File: config.mk
export PLATFORM = sky130hd
export DESIGN_NAME = jt12_timer_pair
export DESIGN_NICKNAME = d
export VERILOG_FILES = /design/src/rtl/jt12_timer_pair.sv
export SDC_FILE = /design/constraint.sdc
export NUM_CORES = 1
export LEC_CHECK = 0
export ABC_CLOCK_PERIOD_IN_PS = 2000
export BUFFER_PORTS_ARGS = -buffer_cell sky130_fd_sc_hd__buf_2
export CORE_UTILIZATION = 37
export DETAILED_ROUTE_END_ITERATION = 12
export GPL_TIMING_DRIVEN = 0
export PLACE_DENSITY_LB_ADDON = 0.1
export SYNTH_ARGS = -nofsm -noshare
export SYNTH_HDL_FRONTEND = slang
export SYNTH_SLANG_ARGS = --single-unit
File: constraint.sdc
create_clock -name clk -period 2 [get_ports clk]
set_clock_uncertainty 0.15 [all_clocks]
set_input_delay 0.3 -clock clk [delete_from_list [all_inputs] [get_ports clk]]
set_output_delay 0.3 -clock clk [all_outputs]
set_load 0.03 [all_outputs]
File: src/rtl/jt12_timer_pair.sv
// jt12_timer_pair: YM2612/YM2203 timer A / timer B pair with status flags, IRQ and CSM overflow pulse
module jt12_timer_pair #(
    parameter int SLOT_DIV = 24,
    parameter int B_PRESC  = 16
) (
    input  logic       clk,
    input  logic       rst,
    input  logic       clk_en,
    input  logic [9:0] value_A,
    input  logic [7:0] value_B,
    input  logic       load_A,
    input  logic       load_B,
    input  logic       en_flag_A,
    input  logic       en_flag_B,
    input  logic       clr_flag_A,
    input  logic       clr_flag_B,
    output logic       flag_A,
    output logic       flag_B,
    output logic       overflow_A,
    output logic       irq_n
);
    localparam int SW = $clog2(SLOT_DIV);
    localparam int PW = $clog2(B_PRESC);

    logic [SW-1:0] slot_cnt_q, slot_cnt_d;
    logic [PW-1:0] presc_b_q, presc_b_d;
    logic [9:0]    cnt_a_q, cnt_a_d;
    logic [7:0]    cnt_b_q, cnt_b_d;
    logic          load_a_l_q, load_b_l_q;
    logic          flag_a_q, flag_a_d, flag_b_q, flag_b_d;
    logic          overflow_a_q, overflow_a_d;
    logic          tick_a, tick_b, edge_a, edge_b, ovf_a, ovf_b;

    // Sample tick, prescaler, timer counters and flag next-state; a load edge masks a same-cycle tick
    always_comb begin
        tick_a       = clk_en && slot_cnt_q == SW'(SLOT_DIV - 1);
        tick_b       = tick_a && presc_b_q == PW'(B_PRESC - 1);
        edge_a       = load_A && !load_a_l_q;
        edge_b       = load_B && !load_b_l_q;
        ovf_a        = load_A && !edge_a && tick_a && &cnt_a_q;
        ovf_b        = load_B && !edge_b && tick_b && &cnt_b_q;
        slot_cnt_d   = !clk_en ? slot_cnt_q : tick_a ? '0 : slot_cnt_q + 1'b1;
        presc_b_d    = edge_b ? '0 : !(load_B && tick_a) ? presc_b_q : tick_b ? '0 : presc_b_q + 1'b1;
        cnt_a_d      = (edge_a || ovf_a) ? value_A : (load_A && tick_a) ? cnt_a_q + 1'b1 : cnt_a_q;
        cnt_b_d      = (edge_b || ovf_b) ? value_B : (load_B && tick_b) ? cnt_b_q + 1'b1 : cnt_b_q;
        flag_a_d     = (ovf_a && en_flag_A) || (flag_a_q && !clr_flag_A);
        flag_b_d     = (ovf_b && en_flag_B) || (flag_b_q && !clr_flag_B);
        overflow_a_d = ovf_a;
    end

    // State registers with synchronous reset
    always_ff @(posedge clk) begin
        if (rst) begin
            slot_cnt_q   <= '0;
            presc_b_q    <= '0;
            cnt_a_q      <= '0;
            cnt_b_q      <= '0;
            load_a_l_q   <= 1'b0;
            load_b_l_q   <= 1'b0;
            flag_a_q     <= 1'b0;
            flag_b_q     <= 1'b0;
            overflow_a_q <= 1'b0;
        end else begin
            slot_cnt_q   <= slot_cnt_d;
            presc_b_q    <= presc_b_d;
            cnt_a_q      <= cnt_a_d;
            cnt_b_q      <= cnt_b_d;
            load_a_l_q   <= load_A;
            load_b_l_q   <= load_B;
            flag_a_q     <= flag_a_d;
            flag_b_q     <= flag_b_d;
            overflow_a_q <= overflow_a_d;
        end
    end

    assign flag_A     = flag_a_q;
    assign flag_B     = flag_b_q;
    assign overflow_A = overflow_a_q;
    assign irq_n      = ~(flag_a_q | flag_b_q);
endmodule
# ---- Word-level counts from Yosys, hierarchy flattened
# Index checks and enable logic that the tools add are counted.
dict set report word_totals {
  regBits 32
  latch_bits 0
  mem_bits_rw 0
  romBits 0
  inputBits 27
  out_inout_bits 4
  word_cells 55
  mem_count 0
}
dict set report classes {
  n_addsub 4
  n_mul 0
  n_div 0
  magnitude_cmp 0
  n_eq_ne 2
  shifts 0
  n_mux 6
  bitwise 2
  n_reduce_logical 32
}
# operator n
set ops {}
lappend ops {{$mux W10} 2}
lappend ops {{$logic_and A1 B1 Y1} 17}
lappend ops {{$mux W8} 2}
lappend ops {{$add A10 B1 Y10 const B} 1}
lappend ops {{$reduce_and A10 Y1} 1}
lappend ops {{$add A8 B1 Y8 const B} 1}
lappend ops {{$reduce_and A8 Y1} 1}
lappend ops {{$logic_not A1 Y1} 6}
lappend ops {{$add A5 B1 Y5 const B} 1}
lappend ops {{$eq A5 B5 Y1 const B} 1}
lappend ops {{$mux W5} 1}
lappend ops {{$add A4 B1 Y4 const B} 1}
lappend ops {{$eq A4 B4 Y1 const B} 1}
lappend ops {{$logic_or A1 B1 Y1} 4}
lappend ops {{$mux W4} 1}
lappend ops {{$reduce_bool A2 Y1} 2}
lappend ops {{$reduce_or A2 Y1} 1}
lappend ops {{$not A1 Y1} 1}
lappend ops {{$or A1 B1 Y1} 1}

# ---- Longest topological paths before layout
dict set report logic_depth {
  depth_word 8
  mapped_depth 7
  depth_no_buf 6
}

# ---- Least setup slack after synthesis
# OpenSTA, ideal clock, no wires.
dict set report synth_timing {
  kind {reg-to-reg}
  startpoint {reg slot_cnt_q[0]}
  endpoint {reg cnt_b_q[6]}
  setup_time_ns 0.074
  t_arrival_ns 1.618
  required_time_ns 1.776
  setup_slack_ns 0.158
  stages_incl_launch_ff 7
  n_path_buf 0
  period_less_slack_ns 1.842
  path_cell_list {dfxtp_1 -> ha_1 -> nand3b_4 -> nor3_4 -> nand4_1 -> or3_1 -> a31oi_1}
}
dict set report synth_between {
  elab_chain_cells 7
  elab_cells_between_ends 9
  classes_between {1 x eq/ne; 1 x mux; 7 x reduce/logical}
}
# element line_no
set synth_rtl {}
lappend synth_rtl {{start, declared} 25} ;# logic [SW-1:0] slot_cnt_q, slot_cnt_d;
lappend synth_rtl {{start signal, assigned} 64} ;# slot_cnt_q <= slot_cnt_d;
lappend synth_rtl {{$eq A5 B5 Y1 (*)} 36} ;# tick_a = clk_en && slot_cnt_q == SW'(SLOT_DIV - 1);
lappend synth_rtl {{$logic_and A1 B1 Y1 (*)} 36}
lappend synth_rtl {{$logic_and A1 B1 Y1 (*)} 37} ;# tick_b = tick_a && presc_b_q == PW'(B_PRESC - 1);
lappend synth_rtl {{$logic_and A1 B1 Y1 (2 in a row)} 41} ;# ovf_b = load_B && !edge_b && tick_b && &cnt_b_q;
lappend synth_rtl {{$logic_or A1 B1 Y1} 45} ;# cnt_b_d = (edge_b || ovf_b) ? value_B : (load_B && tick_b) ? cnt_b_q + 1'b1 : cnt_b_q;
lappend synth_rtl {{$mux W8 or $reduce_bool A2 Y1 (tied branches)} -}
lappend synth_rtl {{end signal, assigned} 67} ;# cnt_b_q <= cnt_b_d;
lappend synth_rtl {{end, declared} 28} ;# logic [7:0] cnt_b_q, cnt_b_d;
# Mark *: on every way between the ends. The rest lies on a longest branch, timed or not.
# A chain may end at the register's enable or synchronous reset.

# ---- Final worst setup path
dict set report layout_timing {
  startpoint {reg presc_b_q[1]}
  endpoint {reg cnt_b_q[1]}
}
dict set report layout_between {
  elab_chain_cells 6
  elab_cells_between_ends 8
  classes_between {1 x eq/ne; 1 x mux; 6 x reduce/logical}
}
# element line_no
set layout_rtl {}
lappend layout_rtl {{start, declared} 26} ;# logic [PW-1:0] presc_b_q, presc_b_d;
lappend layout_rtl {{start signal, assigned} 65} ;# presc_b_q <= presc_b_d;
lappend layout_rtl {{$eq A4 B4 Y1 (*)} 37}
lappend layout_rtl {{$logic_and A1 B1 Y1 (*)} 37}
lappend layout_rtl {{$logic_and A1 B1 Y1 (2 in a row)} 41}
lappend layout_rtl {{$logic_or A1 B1 Y1} 45}
lappend layout_rtl {{$mux W8 or $reduce_bool A2 Y1 (tied branches)} -}
# Marked as above.

==> results_dict.tcl <==
set metrics [dict create \
    status "completed" \
    syn_avg_cell_area_um2 8.42 \
    holdCritStartpoint "rst" \
    clock_path_buffers 2 \
    antenna_found_initial 0 \
    grt-ovfl-total 0 \
    tritoncts "yes" \
    viasPerCell 5.51 \
    multi_input_area_um2 1070 \
    clock_latency_ns 0.28 \
    clkTransAtPathRegs_ns 0.07 \
    final_nets 272 \
    critPathMaxFanout 5 \
    netlist_area_um2 1710 \
    final_common_cell "buf_2" \
    seq_area_frac_synth_pct 37.5 \
    p_leak_nw 0.821 \
    critPathArrivalTime_ns 1.95 \
    fp.dieW_um 70.0 \
    min_to "load_a_l_q$_SDFF_PP0_" \
    drtAntennaViolNets 0 \
    drc 0 \
    vias 1619 \
    synthArstFlopShare_pct 0 \
    cts_root_buf "clkbuf_8" \
    rsz0062_at_grt "true" \
    period_minus_slack_ns 1.87 \
    rrSetupSlack_ns 0.13 \
    synth_cell_type_count 44 \
    hp-class "in -> reg" \
    grt_pass1_wl_um 7050 \
    r2r_start "presc_b_q[1]$_SDFFE_PP0P_" \
    syn_inst 203 \
    slew_headroom_pct 63.8 \
    synth_edf_count 0 \
    coreArea_um2 4380 \
    grt_max_degree 11 \
    syn_nets 234 \
    grt_pass1_vias 1516 \
    start_util_pct 39.0 \
    wire_per_inst_um 13.7 \
    fp-row-count 24 \
    rr_worst_depth 6 \
    ys_warn_count 0 \
    fin_crit_sh_pct 93.6 \
    layout_common_cells "30 x buf_2, 29 x dfxtp_1, 21 x nor2_1" \
    fillers 461 \
    path_class "reg -> reg" \
    hpwl_um 2890 \
    hold_buffers 0 \
    cts-buffers-inserted 5 \
    crit_path_end_kind "flop" \
    finalHoldViolCount 0 \
    p_total_mw 1.54 \
    cts.htree.levels 2 \
    n_antenna_cell 0 \
    wl_um 4020 \
    drt_pass1_iterations 4 \
    worstMarginPinSlew_ns 0.543 \
    rr_endpoint "cnt_b_q[1]$_SDFFE_PP0P_" \
    routabilityCongestion 0.828 \
    yosys_register_bits 32 \
    critPathRequiredTime_ns 2.07 \
    holdWs_ns 0.0850 \
    cts_sinks 32 \
    ir_worst_vdd_mv 0.386 \
    startpoint_type "flop" \
    whs_path_depth 2 \
    die_h_um 70.0 \
    max_cap_violations 0 \
    finalMaxSlewViolations 0 \
    p_per_area_nw_per_um2 728 \
    drt_iter0_markers 100 \
    io_pins 31 \
    regArea_um2 644 \
    synth_ff_type "dfxtp_1" \
    max_freq_mhz 534 \
    area_growth_pct 23.4 \
    drive_above_1_share_pct 25.2 \
    io_buffers 29 \
    grt_usage_pct 18.2 \
    die-area_um2 4900 \
    finalSetupViolations 0 \
]
## report_power, final
part	internal (mW)	switching (mW)	leakage, nW
clock network	0.440	0.251	0.0645
registers	0.669	0.0380	0.263
logic	0.0660	0.0730	0.494
total	1.17	0.362	0.821
## Yosys cell counts, types with 6 or more instances
master    instances  area (µm²)
clkbuf_1          6        22.5
a31oi_1           7        43.8
a21oi_1           9        45.0
a211oi_1          6        45.0
xor2_1            7        61.3
nand2_1          16        60.1
nor3_1            7        35.0
dfxtp_1          32         641
nand4_1           9        56.3
nor2_1           22        82.6
nand3_1          15        75.1
## area by class of cell
cell class              instances  share of cell area (%)
plain buffers                   9                    1.90
clock buffers                   7                    4.57
clock inverters                 1                    1.42
inverters                       1                   0.178
multi-input cells             161                    50.7
flip-flops and latches         32                    30.5
well taps                      52                    3.08
repair buffers                 31                    7.59
## critical path: stages, from the launching register on
cell and delay (ns):
dfxtp_1 0.37, ha_2 0.22, nand3_2 0.15, or3_4 0.40, nor4b_1 0.35, a221oi_1 0.09
nor2_1 0.09
## worst max-delay path by stage
stage / start / cells after the start / slack [ns] / end
finish: presc_b_q[1]$_SDFFE_PP0P_ / 6 / 0.13 / cnt_b_q[1]$_SDFFE_PP0P_
global route: load_b_l_q$_SDFF_PP0_ / 6 / -0.05 / cnt_b_q[5]$_SDFFE_PP0P_
CTS: presc_b_q[0]$_SDFFE_PP0P_ / 6 / 0.05 / cnt_b_q[7]$_SDFFE_PP0P_
detailed placement: slot_cnt_q[0]$_SDFFE_PP0P_ / 6 / -0.08 / cnt_b_q[6]$_SDFFE_PP0P_
global placement: slot_cnt_q[0]$_SDFFE_PP0P_ / 6 / -0.06 / cnt_b_q[6]$_SDFFE_PP0P_
floorplan: slot_cnt_q[0]$_SDFFE_PP0P_ / 6 / 0.16 / cnt_b_q[6]$_SDFFE_PP0P_
## state kept, by name, summed over array words and instances, names as in the netlist
| register | count |
|---|---|
| presc_b_q | 4 |
| cnt_a_q | 10 |
| load_b_l_q | 1 |
| overflow_A | 1 |
| cnt_b_q | 8 |
| load_a_l_q | 1 |
| flag_A | 1 |
| slot_cnt_q | 5 |
| flag_B | 1 |
## through the flow
step / utilization, % / setup WS [ns] / std cells / setup TNS (ns) / cell area [µm²]
after floorplan: - / 0.158 / 203 / 0 / 1710
after global placement: 43.8 / -0.0579 / 284 / -0.0893 / 1920
after detailed placement: 43.8 / -0.0806 / 284 / -0.147 / 1920
after CTS: 47.1 / 0.0479 / 294 / 0 / 2060
after global routing: 48.1 / -0.0488 / 294 / -0.0685 / 2110
final: 48.1 / 0.128 / 294 / 0 / 2110
## cells by family (layout without fill, tap and decap cells)
kind of cell | count (synthesis) | after routing | synth area share (%)
buffers and inverters | 10 | 49 | 2.56
adders and majority gates | 4 | 4 | 2.93
muxes | 4 | 4 | 2.42
DFF | 32 | 32 | 37.5
AOI/OAI and AO/OA | 39 | 39 | 15.4
xor gates and xnor gates | 12 | 12 | 6.15
and+or+nand+nor | 102 | 102 | 33.0
## per-layer routing
layer  vias to the layer above  GRT usage, %  wire length, µm
met4                         0          4.67               42
met5                         -             0                0
met2                        34          28.5             1790
li1                        837             -                -
met1                       742          24.4             2010
met3                         6          5.34              177
## timing repair
action,4_1_cts,5_1_grt
gates resized for setup,1,12
pin swaps,1,0
hold endpoints to repair,0,0
buffers inserted,2,0
setup endpoints to repair,4,14
Power figures use the tool's default switching activity.
